File: config.mk
export PLATFORM = sky130hd
export DESIGN_NAME = intc_benes_cfg_sequencer
export DESIGN_NICKNAME = d
export VERILOG_FILES = /design/src/rtl/intc_benes_cfg_sequencer_pkg.sv /design/src/rtl/intc_cfg_bank.sv /design/src/rtl/intc_benes_cfg_sequencer.sv
export SDC_FILE = /design/constraint.sdc
export NUM_CORES = 1
export LEC_CHECK = 0
export ABC_CLOCK_PERIOD_IN_PS = 1950
export CAP_MARGIN = 20
export CORE_ASPECT_RATIO = 0.5
export CORE_MARGIN = 2
export CORE_UTILIZATION = 49
export DETAILED_ROUTE_END_ITERATION = 16
export PLACE_DENSITY_LB_ADDON = 0.3
export SKIP_LAST_GASP = 1
export SLEW_MARGIN = 30
export SYNTH_ARGS = -nofsm -noshare
export SYNTH_HDL_FRONTEND = slang
export SYNTH_SLANG_ARGS = --single-unit
export TNS_END_PERCENT = 20
File: constraint.sdc
create_clock -name clk -period 1.95 [get_ports clk]
set_input_delay 0.585 -clock clk [delete_from_list [all_inputs] [get_ports clk]]
set_output_delay 0.585 -clock clk [all_outputs]
set_load 0.05 [all_outputs]
File: src/rtl/intc_benes_cfg_sequencer_pkg.sv
// Shared sizes and types for the Benes interconnect configuration sequencer.
package intc_benes_cfg_sequencer_pkg;

   localparam int STAGE_NUM  = 9;
   localparam int SWITCH_NUM = 16;
   localparam int MID_STAGE  = STAGE_NUM / 2;
   localparam int STAGE_W    = $clog2(STAGE_NUM);

   // sel[k][s] is the select bit of switch k in stage s
   typedef logic [SWITCH_NUM-1:0] [0:STAGE_NUM-1] intc_sel_bank_t;
   typedef logic [SWITCH_NUM-1:0] intc_sel_word_t;

   typedef enum logic {
      SEQ_IDLE,
      SEQ_ROLL
   } seq_state_t;

endpackage

File: src/rtl/intc_cfg_bank.sv
// Shadow/active select-word pair for one Benes stage (module and slot banks).
module intc_cfg_bank
   import intc_benes_cfg_sequencer_pkg::*;
(
   input  logic           clk,
   input  logic           rst,
   input  logic           wr_en,
   input  logic           wr_sel,
   input  intc_sel_word_t wr_word,
   input  logic           load,
   output intc_sel_word_t module_word,
   output intc_sel_word_t slot_word
);

   intc_sel_word_t shadow_module;
   intc_sel_word_t shadow_slot;
   logic           wr_module;
   logic           wr_slot;

   assign wr_module = wr_en && !wr_sel;
   assign wr_slot   = wr_en && wr_sel;

   // A write landing in the same cycle as the load is forwarded into the active copy
   always_ff @(posedge clk) begin
      if (rst) begin
         shadow_module <= '0;
         shadow_slot   <= '0;
         module_word   <= '0;
         slot_word     <= '0;
      end else begin
         if (wr_module) shadow_module <= wr_word;
         if (wr_slot)   shadow_slot   <= wr_word;
         if (load) begin
            module_word <= wr_module ? wr_word : shadow_module;
            slot_word   <= wr_slot   ? wr_word : shadow_slot;
         end
      end
   end

endmodule

File: src/rtl/intc_benes_cfg_sequencer.sv
// Rolls shadow select words into the active Benes routing one stage at a time,
// skewed by STAGE_LAT so every data wave sees a single consistent routing.
module intc_benes_cfg_sequencer
   import intc_benes_cfg_sequencer_pkg::*;
#(
   parameter int STAGE_LAT = 1
)
(
   input  logic                 clk,
   input  logic                 rst,
   input  logic                 i_cfg_wr_en,
   input  logic                 i_cfg_sel,
   input  logic [STAGE_W-1:0]   i_cfg_stage,
   input  logic [SWITCH_NUM-1:0] i_cfg_word,
   output logic                 o_cfg_ready,
   input  logic                 i_commit,
   output logic                 o_busy,
   output logic                 o_done,
   output logic                 o_cfg_err,
   output intc_sel_bank_t       o_module_select,
   output intc_sel_bank_t       o_slot_select
);

   localparam int                 LAT_W      = (STAGE_LAT > 1) ? $clog2(STAGE_LAT) : 1;
   localparam logic [STAGE_W-1:0] LAST_STAGE = STAGE_W'(STAGE_NUM - 1);
   localparam logic [LAT_W-1:0]   LAST_LAT   = LAT_W'(STAGE_LAT - 1);

   seq_state_t          state;
   seq_state_t          state_next;
   logic [STAGE_W-1:0]  stage_cnt;
   logic [STAGE_W-1:0]  stage_cnt_next;
   logic [LAT_W-1:0]    lat_cnt;
   logic [LAT_W-1:0]    lat_cnt_next;
   logic                busy;
   logic                commit_go;
   logic                lat_last;
   logic                stage_last;
   logic                stage_valid;
   logic                wr_ok;
   logic                cfg_err;
   logic [STAGE_NUM-1:0] bank_wr;
   logic [STAGE_NUM-1:0] bank_load;
   intc_sel_word_t      module_word [STAGE_NUM];
   intc_sel_word_t      slot_word   [STAGE_NUM];

   assign busy        = (state == SEQ_ROLL);
   assign commit_go   = i_commit && !busy;
   assign lat_last    = (lat_cnt == LAST_LAT);
   assign stage_last  = (stage_cnt == LAST_STAGE);
   assign stage_valid = (i_cfg_stage < STAGE_W'(STAGE_NUM));
   assign wr_ok       = i_cfg_wr_en && !busy && stage_valid;

   assign o_busy      = busy;
   assign o_cfg_ready = !busy;
   assign o_done      = busy && stage_last;
   assign o_cfg_err   = cfg_err;

   always_ff @(posedge clk) begin
      if (rst) begin
         state     <= SEQ_IDLE;
         stage_cnt <= '0;
         lat_cnt   <= '0;
      end else begin
         state     <= state_next;
         stage_cnt <= stage_cnt_next;
         lat_cnt   <= lat_cnt_next;
      end
   end

   // stage_cnt is the stage whose new value is visible in the current ROLL cycle
   always_comb begin
      state_next     = state;
      stage_cnt_next = stage_cnt;
      lat_cnt_next   = lat_cnt;
      case (state)
         SEQ_IDLE: begin
            if (commit_go) begin
               state_next     = SEQ_ROLL;
               stage_cnt_next = '0;
               lat_cnt_next   = '0;
            end
         end
         SEQ_ROLL: begin
            if (stage_last) begin
               state_next     = SEQ_IDLE;
               stage_cnt_next = '0;
               lat_cnt_next   = '0;
            end else if (lat_last) begin
               stage_cnt_next = stage_cnt + STAGE_W'(1);
               lat_cnt_next   = '0;
            end else begin
               lat_cnt_next   = lat_cnt + LAT_W'(1);
            end
         end
         default: begin
            state_next     = SEQ_IDLE;
            stage_cnt_next = '0;
            lat_cnt_next   = '0;
         end
      endcase
   end

   always_ff @(posedge clk) begin
      if (rst) begin
         cfg_err <= 1'b0;
      end else if (i_cfg_wr_en && !busy && !stage_valid) begin
         cfg_err <= 1'b1;
      end
   end

   // Stage 0 loads on the commit edge; stage s loads when stage s-1 has aged STAGE_LAT cycles
   for (genvar s = 0; s < STAGE_NUM; s++) begin : g_stage
      assign bank_wr[s] = wr_ok && (i_cfg_stage == STAGE_W'(s));
      if (s == 0) begin : g_first
         assign bank_load[s] = commit_go;
      end else begin : g_rest
         assign bank_load[s] = busy && lat_last && (stage_cnt == STAGE_W'(s - 1));
      end

      intc_cfg_bank u_bank (
         .clk         (clk),
         .rst         (rst),
         .wr_en       (bank_wr[s]),
         .wr_sel      (i_cfg_sel),
         .wr_word     (i_cfg_word),
         .load        (bank_load[s]),
         .module_word (module_word[s]),
         .slot_word   (slot_word[s])
      );
   end

   always_comb begin
      o_module_select = '0;
      o_slot_select   = '0;
      for (int s = 0; s < STAGE_NUM; s++) begin
         for (int k = 0; k < SWITCH_NUM; k++) begin
            o_module_select[k][s] = module_word[s][k];
            o_slot_select[k][s]   = slot_word[s][k];
         end
      end
   end

endmodule

### Word level (Yosys, flattened, before mapping)

Index checks and enable logic that the tools add are counted.
W data, S select, Z words.

* flip-flop bits (word level): 583
* output and inout bits: 292
* input port bits: 25
* word-level logic and storage cells: 139

* $add $sub $neg: 2
* bitwise logic cells: 2
* multiplexer cells: 29
* reductions and logical operators: 47
* equality and inequality tests: 18
* magnitude comparators: 1

Operators with widths (number)
* $mux W16: 18
* $logic_and A1 B1 Y1: 41
* $eq A4 B3 Y1 const B: 8
* $eq A4 B2 Y1 const B: 4
* $mux W4: 3
* $eq A4 B1 Y1 const B: 2
* $eq A4 B4 Y1 const B: 2
* $logic_not A4 Y1: 2
* $pmux W4 S2: 1
* $mux W1: 5
* $add A4 B1 Y4 const B: 1
* $lt A4 B4 Y1 const B: 1
* $pmux W1 S2: 2
* $logic_not A1 Y1: 3
* $ne A3 B2 Y1 const B: 1
* $ne A2 B2 Y1 const B: 1
* $not A1 Y1: 2
* $reduce_and A2 Y1: 1
* $add A1 B1 Y1 const B: 1

### Longest topological paths before layout

Gate-level depths: netlist of the first run.

* word-level depth: 6
* depth in mapped cells: 7
* mapped depth without buffers: 5

### Hierarchy

Synthesis of the first run repeated with hierarchy kept, for this count alone.

* cell total of the unflattened synthesis: 1970
* area, all modules: 20313.2 um2

Modules (own cells, without submodules)
* intc_cfg_bank: sequential area each 1281.2 um2, area each 2203.4 um2, instances 9, cells each 211
* intc_benes_cfg_sequencer: sequential area each 120.1 um2, area each 483.0 um2, instances 1, cells each 71

### Worst setup path before layout of the first run

OpenSTA, ideal clock, no wires.

* path type: reg-to-output
* start point: register state, in the netlist o_busy
* end point: output port o_done
* data arrival time: 3.212 ns
* buffers on the path: 3
* cell stages (with the launch flop): 6
* data required time: 1.365 ns
* setup slack: -1.847 ns
* path through: dfxtp_1 buf_6 buf_2 buf_2 inv_1 nor4b_1

* word-level cells in the longest chain between the ends: 1

Ends and longest elaborated chain
* start, declared: RTL line intc_benes_cfg_sequencer.sv:28 `seq_state_t state;`
* start signal, assigned: RTL line intc_benes_cfg_sequencer.sv:64 `state <= state_next;`
* $logic_and A1 B1 Y1: RTL line intc_benes_cfg_sequencer.sv:55 `assign o_done = busy && stage_last;`
* end, declared: RTL line intc_benes_cfg_sequencer.sv:18 `output logic o_done,`

Every way passes these cells.

### Worst setup path after layout of the first run

* start point: register stage_cnt[0]
* end point: output port o_done

* word-level cells in the longest chain between the ends: 2

Ends and longest elaborated chain
* start, declared: RTL line intc_benes_cfg_sequencer.sv:30 `logic [STAGE_W-1:0] stage_cnt;`
* start signal, assigned: RTL line intc_benes_cfg_sequencer.sv:65 `stage_cnt <= stage_cnt_next;`
* $eq A4 B4 Y1: RTL line intc_benes_cfg_sequencer.sv:49 `assign stage_last = (stage_cnt == LAST_STAGE);`
* $logic_and A1 B1 Y1: RTL line intc_benes_cfg_sequencer.sv:55

Every way passes these cells.

==> results.json, run 1 <==
{
  "core_um2": 43400,
  "rsz0062_at_grt": "yes",
  "final_util_pct": 62.7,
  "numCtsBuffers": 50,
  "dp.cells": 3250,
  "clock_sinks": 582,
  "critPathKind": "flop to output pin",
  "antenna_cells": 0,
  "seqPwrFrac_pct": 51.1,
  "vdd_ir_drop_max_mv": 0.636,
  "violations": "setup timing",
  "ios": 317,
  "ant_nets": 0,
  "synth_top_area_share_pct": 54.1,
  "wl_per_cell_um": 18.4,
  "combPwrFrac_pct": 6.4,
  "path_max_fanout": 2,
  "syn_to_final_growth_pct": 26.5,
  "leakagePower_nw": 10.8,
  "synth_edf_count": 0,
  "p_sw_share_pct": 23.5,
  "switching_power_mw": 5.53,
  "fill_cells": 3684,
  "cts_buffer_depth": 3,
  "post_dp_cell_area_um2": 25500,
  "grt_pass1_wl_um": 94300,
  "whs_ns": 0.408,
  "min_period_ns": 2.24,
  "start_util_pct": 49.5,
  "grt_pass1_vias": 17000,
  "cts-root-buf": "clkbuf_16",
  "yosysTopAreaCell": "dfxtp_1",
  "dp_hpwl_um": 39600,
  "place_congestion": 0.808,
  "drt_iter0_drc": 1562,
  "h-tree-depth": 2,
  "cts_tree": "built",
  "final_nets": 2753,
  "stdcell_area_um2": 27200,
  "skew_ns": 0.0178,
  "ys_seq_elements": 582,
  "async_reset_ff_share_pct": 0,
  "grt_max_degree": 68,
  "via_count": 18100,
  "powerDensity_nw_per_um2": 863,
  "fin_cells": 3350,
  "clockPowerShare_pct": 42.5,
  "fp.dieW_um": 300,
  "totalWireLength_um": 61700,
  "yosysWarnings": 0,
  "fp.dieH_um": 152,
  "relSlewSlack_pct": 66.8,
  "drive_gt1_share_pct": 20.0,
  "core.rowCount": 54,
  "grt_use_total_pct": 25.7,
  "clk_pin_slew_ns": 0.07,
  "gr-total-overflow": 0,
  "via_per_inst": 5.41,
  "synthCells": 2455,
  "die-area_um2": 45700,
  "startpoint_type": "flop",
  "synth_nets": 2484,
  "crit_path_end_kind": "output pin",
  "io_buffer_count": 316,
  "netlist_area_um2": 21500,
  "required_ns": 1.36,
  "setup_tns_ns": -0.323,
  "layout_worst_path_cycle_share_pct": 115,
  "final-seq-area_um2": 11700,
  "dr.pass1.iters": 5,
  "tightest_slew_ns": 0.497,
  "cap_violations": 0,
  "finalSetupViolCount": 2,
  "cts_hold_buf": 0,
  "yosys-top-cells-area": "dfxtp_1 54%, a21oi_1 9.0%, nand2_1 9.0%, mux2i_1 7.4%, nand2b_1 5.1%",
  "clk_latency_ns": 0.58,
  "synth.distinct_cells": 44,
  "fin_ws_ns": -0.289,
  "avgSynthCellArea_um2": 8.77,
  "finalMaxSlewViolations": 0,
  "ys_dominant_reg_cell": "dfxtp_1",
  "hold_path_class": "input pin to flop",
  "grt_antenna_before_repair": 0,
  "p_int_mw": 18.0,
  "hold_viol_final": 0,
  "ys_seq_area_share_pct": 54.1,
  "status": "finished, violations left",
  "drc": 0,
  "max_freq_mhz": 447,
  "cp.arrival_ns": 1.65,
  "multi_input_area_um2": 8990
}
## metrics by stage
| step | setup WS, ns | total power, mW |
|---|---|---|
| CTS | -0.316 | 23.6 |
| global placement | -0.456 | 13.7 |
| finish | -0.289 | 23.5 |
| floorplan | -0.501 | 13.1 |
| detailed placement | -0.490 | 13.8 |
| global route | -0.347 | 24.2 |
## power groups by stage
| stage | clock [mW] | sequential, mW | combinational [mW] |
|---|---|---|---|
| floorplan | 0 | 12.4 | 0.646 |
| global placement | 0 | 12.3 | 1.45 |
| detailed placement | 0 | 12.3 | 1.46 |
| CTS | 10.1 | 12.0 | 1.48 |
| global route | 10.6 | 12.0 | 1.57 |
| finish | 9.99 | 12.0 | 1.50 |
## kinds of logic (layout without fill, tap and decap cells)
kind of cell               count (synthesis)  after routing  share of synthesized area, %
and+or+nand+nor                          907            907                          20.0
DFF                                      582            582                          54.1
muxes                                    160            160                          7.44
AOI/OAI and AO/OA                        552            552                          13.5
adders and majority gates                  4              4                         0.233
buffers and inverters                    250            557                          4.78
## worst paths after layout
kind,start,endpoint,slack [ns],cells past startpoint
hold / removal,rst,g_stage[6].u_bank.module_word[6],0.41,2
setup reg to reg,o_busy,g_stage[2].u_bank.module_word[10],0.01,6
hold reg to reg,g_stage[5].u_bank.shadow_slot[9],g_stage[5].u_bank.slot_word[9],0.45,2
setup / recovery,stage_cnt[0],o_done,-0.29,5
## placed cells by master, fill, tap and decap left out, types with 50 or more instances in the layout
cell type / instances
mux2i_1: 160
buf_4: 385
clkbuf_16: 50
dfxtp_1: 579
o21ai_0: 121
nand2b_1: 176
nand3_1: 124
buf_12: 53
a21oi_1: 388
nand2_1: 515
## synth_stat cells, types with 2 or more instances
library cell / count
or3_1: 4
inv_1: 5
nand3_1: 124
ha_1: 4
a21oi_1: 388
nor3b_1: 3
a311oi_1: 32
or4bb_1: 4
nand4_2: 2
nand4b_1: 6
nand2_1: 515
buf_2: 44
nor2b_1: 2
buf_1: 23
or3b_2: 2
nand3b_1: 3
nand4_1: 5
dfxtp_1: 582
nor4bb_1: 5
nand2b_1: 176
mux2i_1: 160
clkbuf_1: 172
nand3_2: 2
and4b_1: 4
and3b_1: 3
buf_6: 4
nor2_1: 36
o21ai_0: 128
nor4b_1: 2
## layout make-up
type                            count  share of cell area [%]
Inverter                            5                  0.0827
Multi-Input combinational cell   1623                    33.0
Sequential cell                   582                    42.8
Tap cell                          588                    2.70
Timing Repair Buffer              462                    15.4
Clock buffer                       69                    5.33
Clock inverter                     21                   0.666
## metal layers
| layer | wire (um) | vias up | global-route usage [%] |
|---|---|---|---|
| li1 | - | 8756 | - |
| met1 | 26000 | 8705 | 33.8 |
| met2 | 30100 | 509 | 43.4 |
| met3 | 3330 | 141 | 3.55 |
| met4 | 2240 | 0 | 9.19 |
| met5 | 0 | - | 0 |
## registers in the layout (all words and copies together), names as in the netlist
name,cells
g_stage.u_bank.module_word,144
g_stage.u_bank.shadow_module,144
g_stage.u_bank.shadow_slot,144
g_stage.u_bank.slot_word,144
o_busy,1
o_cfg_err,1
stage_cnt,4
## repair_timing
item                       CTS  global route
setup endpoints to repair    2             2
resized for setup            6             1
setup buffers                6             4
pin swaps                    2             2
## critical path, stage by stage (launching register included)
cell and delay, ns:
dfxtp_2 0.33, inv_2 0.08, ha_4 0.14, inv_2 0.05
nor4b_4 0.30, buf_12 0.19
Power figures use the tool's default switching activity.
==> run 2, diff against run 1 <==
--- a/config.mk
+++ b/config.mk
@@ -8,11 +8,10 @@
 export ABC_CLOCK_PERIOD_IN_PS = 1950
 export CAP_MARGIN = 20
 export CORE_ASPECT_RATIO = 0.5
-export CORE_MARGIN = 2
+export CORE_MARGIN = 1
 export CORE_UTILIZATION = 49
 export DETAILED_ROUTE_END_ITERATION = 16
 export PLACE_DENSITY_LB_ADDON = 0.3
-export SKIP_LAST_GASP = 1
 export SLEW_MARGIN = 30
 export SYNTH_ARGS = -nofsm -noshare
 export SYNTH_HDL_FRONTEND = slang
==> run 2 against run 1 <==
  * The flow still finishes with violations (setup timing)
  * Via count increased by 0.24%
  * Critical path depth stayed put
  * Combinational power hardly changed
  * Register-to-register slack hardly changed
  * Clock-buffer cell count rose by 1
  * Cell area hardly changed
  * Sequential share of layout area about the same
  * Clock power about the same
  * Hold slack got worse by 0.0027 ns
  * Flip-flop and latch count is the same
  * Largest cell class unchanged
==> results.json, run 2 (same netlist as run 1, synthesis figures left out) <==
{
  "status": "finished, violations left",
  "violations": "setup timing",
  "switching_power_mw": 5.59,
  "grt_max_degree": 132,
  "skew_ns": 0.00992,
  "grt_antenna_before_repair": 0,
  "p_sw_share_pct": 23.7,
  "finalPower_mw": 23.6,
  "cp.arrival_ns": 1.69,
  "crit_path_end_kind": "output pin",
  "drt_iter0_drc": 1420,
  "finalMaxSlewViolations": 0,
  "wl_per_cell_um": 18.5,
  "final_util_pct": 63.8,
  "antenna_cells": 0,
  "ant_nets": 0,
  "start_util_pct": 50.5,
  "seqPwrFrac_pct": 51.0,
  "critPathKind": "flop to output pin",
  "cts_buffer_depth": 3,
  "grt_use_total_pct": 26.5,
  "reg2regPathDepth": 9,
  "r2r_slack_ns": 0.01,
  "cap_violations": 0,
  "ios": 317,
  "final_common_cell": "dfxtp_1",
  "fp.dieW_um": 298,
  "clk_latency_ns": 0.57,
  "die-area_um2": 44800,
  "hold_path_class": "input pin to flop",
  "clock_sinks": 582,
  "hold_viol_final": 0,
  "startpoint_type": "flop",
  "vdd_ir_drop_max_mv": 0.674,
  "h-tree-depth": 2,
  "layout_worst_path_cycle_share_pct": 117,
  "core.rowCount": 53,
  "place_congestion": 0.846,
  "totalWireLength_um": 61800,
  "io_buffer_count": 316,
  "fp.dieH_um": 150,
  "final_nets": 2751,
  "tightest_slew_ns": 0.582,
  "core_um2": 42600,
  "leakagePower_nw": 10.8,
  "drc": 0,
  "dr.pass1.iters": 5,
  "fin_ws_ns": -0.324,
  "p_int_mw": 18.0,
  "relSlewSlack_pct": 61.2,
  "path_max_fanout": 2,
  "finalSetupViolCount": 1,
  "final_cell_mix": "579 x dfxtp_1, 515 x nand2_1, 388 x a21oi_1, 380 x buf_4, 176 x nand2b_1",
  "grt_pass1_wl_um": 93900,
  "numCtsBuffers": 50,
  "via_per_inst": 5.44,
  "gr-total-overflow": 0,
  "drive_gt1_share_pct": 19.8,
  "rsz0062_at_grt": "yes",
  "grt_pass1_vias": 17100,
  "clk_pin_slew_ns": 0.07,
  "combPwrFrac_pct": 6.4,
  "clockPowerShare_pct": 42.6,
  "cts_tree": "built",
  "dp_hpwl_um": 39500,
  "whs_path_depth": 2,
  "powerDensity_nw_per_um2": 866,
  "via_count": 18200,
  "cts-root-buf": "clkbuf_16",
  "place_ws_ns": -0.466,
  "syn_to_final_growth_pct": 26.4,
  "max_freq_mhz": 440,
  "min_period_ns": 2.27,
  "required_ns": 1.36
}
## run 2: cell count changes in the layout (fill, tap and decap cells not counted), sizes merged
| cell | before | now |
|---|---|---|
| clkinvlp | 1 | 6 |
| buf | 439 | 437 |
| inv | 6 | 5 |
| clkinv | 17 | 14 |
| clkbuf | 69 | 70 |
| bufinv | 2 | 3 |
## run 2: power groups by stage
stage	clock network, mW	logic [mW]	registers, mW
floorplan	0	0.646	12.4
global placement	0	1.44	12.3
detailed placement	0	1.45	12.3
CTS	10.1	1.48	12.0
global route	10.7	1.57	12.0
finish	10.0	1.51	12.0
## run 2: final timing paths
path / from / end
worst min-delay path: rst / g_stage[3].u_bank.slot_word[12]
worst min register to register: g_stage[1].u_bank.shadow_slot[1] / g_stage[1].u_bank.slot_word[1]
worst max register to register: stage_cnt[0] / g_stage[1].u_bank.module_word[12]
worst max-delay path: stage_cnt[0] / o_done
## run 2: layer usage
| layer | routed length, um | share of wire, % | vias up | global-route usage, % |
|---|---|---|---|---|
| met2 | 30200 | 49 | 489 | 45.1 |
| met3 | 2970 | 4.8 | 124 | 3.56 |
| met1 | 26700 | 43 | 8772 | 34.7 |
| met5 | 0 | 0 | - | 0 |
| met4 | 1910 | 3.1 | 0 | 9.10 |
| li1 | - | - | 8770 | - |
## run 2: repair_timing
item / 4_1_cts / 5_1_grt
pin swaps: 2 / 2
endpoints found under the setup margin: 2 / 98
gates resized for setup: 12 / 13
setup buffers: 5 / 3
hold buffers: 0 / 0
## run 2: area by class of cell
class	count	area, um^2
fill	3566	15400
clock buffer	70	1410
sequential	582	11700
multi-input combinational	1623	8990
tap	577	722
inverter	5	25.0
timing repair buffer	460	4190
clock inverter	23	221
## run 2: worst max-delay path, stage by stage (launching register included)
cell	delay, ns
dfxtp_4	0.36
inv_4	0.06
ha_4	0.14
inv_2	0.05
nor4b_4	0.32
buf_12	0.19
## run 2: metrics by stage
step	instance area (um^2)	instances	hold slack, ns	TNS, ns
3_5_place_dp	25500	3239	0.441	-107.55
2_1_floorplan	21600	2455	0.428	-1.93
3_3_place_gp	25500	3239	0.436	-99.05
5_1_grt	27200	3340	0.404	-1.16
6_report	27200	3340	0.405	-0.324
4_1_cts	27200	3337	0.382	-0.365
==> RTL change, RTL diff (config.mk and constraints of run 1) <==
`STAGE_LAT`: 1 -> 2. Comments in the files are not updated.
--- a/src/rtl/intc_benes_cfg_sequencer.sv
+++ b/src/rtl/intc_benes_cfg_sequencer.sv
@@ -4,5 +4,5 @@
    import intc_benes_cfg_sequencer_pkg::*;
 #(
-   parameter int STAGE_LAT = 1
+   parameter int STAGE_LAT = 2
 )
 (
Formal check against the unedited RTL: not equivalent (a bounded check fails within 4 cycles, from zero or initial values and one cycle with rst high).
==> RTL change against run 1 <==
- the flow still finishes with violations (setup timing)
- worst setup slack better by 0.11 ns
- design area up 0.17%
- worst hold slack better by 0.044 ns
- core utilization up 1.6 points
- routed wire length down 4.1%
- total power up 2.9%
- sequential cell count up 1
- critical path type unchanged
- synthesized area down 1.1%
- sequential power about the same
==> RTL change: results <==
export IMPL_met1_usage=0.3337
export IMPL_p_leak_nw=13.12
export IMPL_place_congestion=0.8360
export IMPL_startpoint="stage_cnt[1]"
export IMPL_antenna_found_initial=2
export IMPL_use_met2=0.4290
export IMPL_slowest_delay_ns=0.36
export IMPL_place_hpwl_um=38480
export IMPL_nNetsFinal=2457
export IMPL_drt_met1_wl_um=25730
export IMPL_route_final_wire_length_um=59110
export IMPL_ir_drop_uv=593.9
export IMPL_critPathArrivalTime_ns=1.54
export IMPL_hold_path_class="reg2reg"
export IMPL_grt_max_degree=91
export IMPL_status="complete, but fails checks"
export IMPL_critPathSlowestCell="dfxtp_4"
export IMPL_wl_met2_um=28720
export IMPL_synth_area_leaders="dfxtp_1 55%, mux2i_1 20%, nand2_1 8.3%, a21oi_1 2.4%, o21ai_0 2.2%"
export IMPL_slew_headroom=0.6121
export IMPL_grt_first_pass_wirelength_um=89620
export IMPL_pre_cts_ws_ns=-0.4536
export IMPL_routed_via_density=5.396
export IMPL_met3_usage=0.04289
export IMPL_finClkSkew_ns=0.02735
export IMPL_violations="setup timing"
export IMPL_yosysSeqAreaShare=0.5483
export IMPL_synth_common_cells="583 x dfxtp_1, 472 x nand2_1, 418 x mux2i_1, 109 x clkbuf_1, 100 x a21oi_1"
export IMPL_r2r_start="stage_cnt[1]"
export IMPL_drive_gt1_frac=0.2395
export IMPL_setup_ws_ns=-0.1741
export IMPL_grt_use_total=0.2529
export IMPL_setup_violations=5
## RTL change: cell types whose count changed after synthesis, sizes merged, moves of 12 or more
cell           run 1  this run
nor2              36         4
a22o               0        32
a31o               0        32
a21oi            388       100
nand2            515       477
clkbuf           173       109
nand3            126        36
a311oi            32         0
a31oi              1        34
nor4bb             5        17
nand2b           176        34
o21ai            128        97
mux2i            160       418
## RTL change: final timing paths
kind                                                       end  slack (ns)  cells past startpoint
worst max-delay path                                    o_done       -0.17                      5
worst min-delay path            g_stage[6].u_bank.slot_word[7]        0.45                      2
worst max register to register                    stage_cnt[3]       -0.02                     13
worst min register to register  g_stage[6].u_bank.slot_word[7]        0.45                      2
## RTL change: stage by stage
step / cells / setup TNS, ns / power, mW / cell area (um^2)
2_1_floorplan: 2090 / 0 / 12.99 / 21290
3_3_place_gp: 2939 / -72.81 / 13.64 / 25340
3_5_place_dp: 2939 / -79.83 / 13.65 / 25340
4_1_cts: 3043 / -0.4897 / 24.31 / 27260
5_1_grt: 3047 / -0.7033 / 24.91 / 27280
6_report: 3048 / -0.3657 / 24.19 / 27280
## RTL change: power breakdown
group	internal [mW]	switching, mW	total, mW
logic	0.464	0.902	1.37
registers	12.0	0.0524	12.0
clock network	6.26	4.53	10.8
## RTL change: cell type report
type	instances	area, um^2
clock inverter	21	345.3
multi-input combinational	1324	8846
fill	3429	15160
timing repair buffer	465	4200
inverter	5	31.28
tap	577	721.9
clock buffer	70	1445
antenna	3	7.507
sequential	583	11680
## RTL change: what timing repair did
action,in CTS,in global routing
cloned,0,0
pin swaps,1,1
setup buffers,13,3
gates resized for setup,13,0
setup endpoints to repair,3,5
## RTL change: cells by family after synthesis
kind of cell / synth area share
fa+ha+maj: 0.002351
buf+inv: 0.03944
compound gates: 0.08381
flops: 0.5483
simple gates: 0.1296
mux: 0.1965
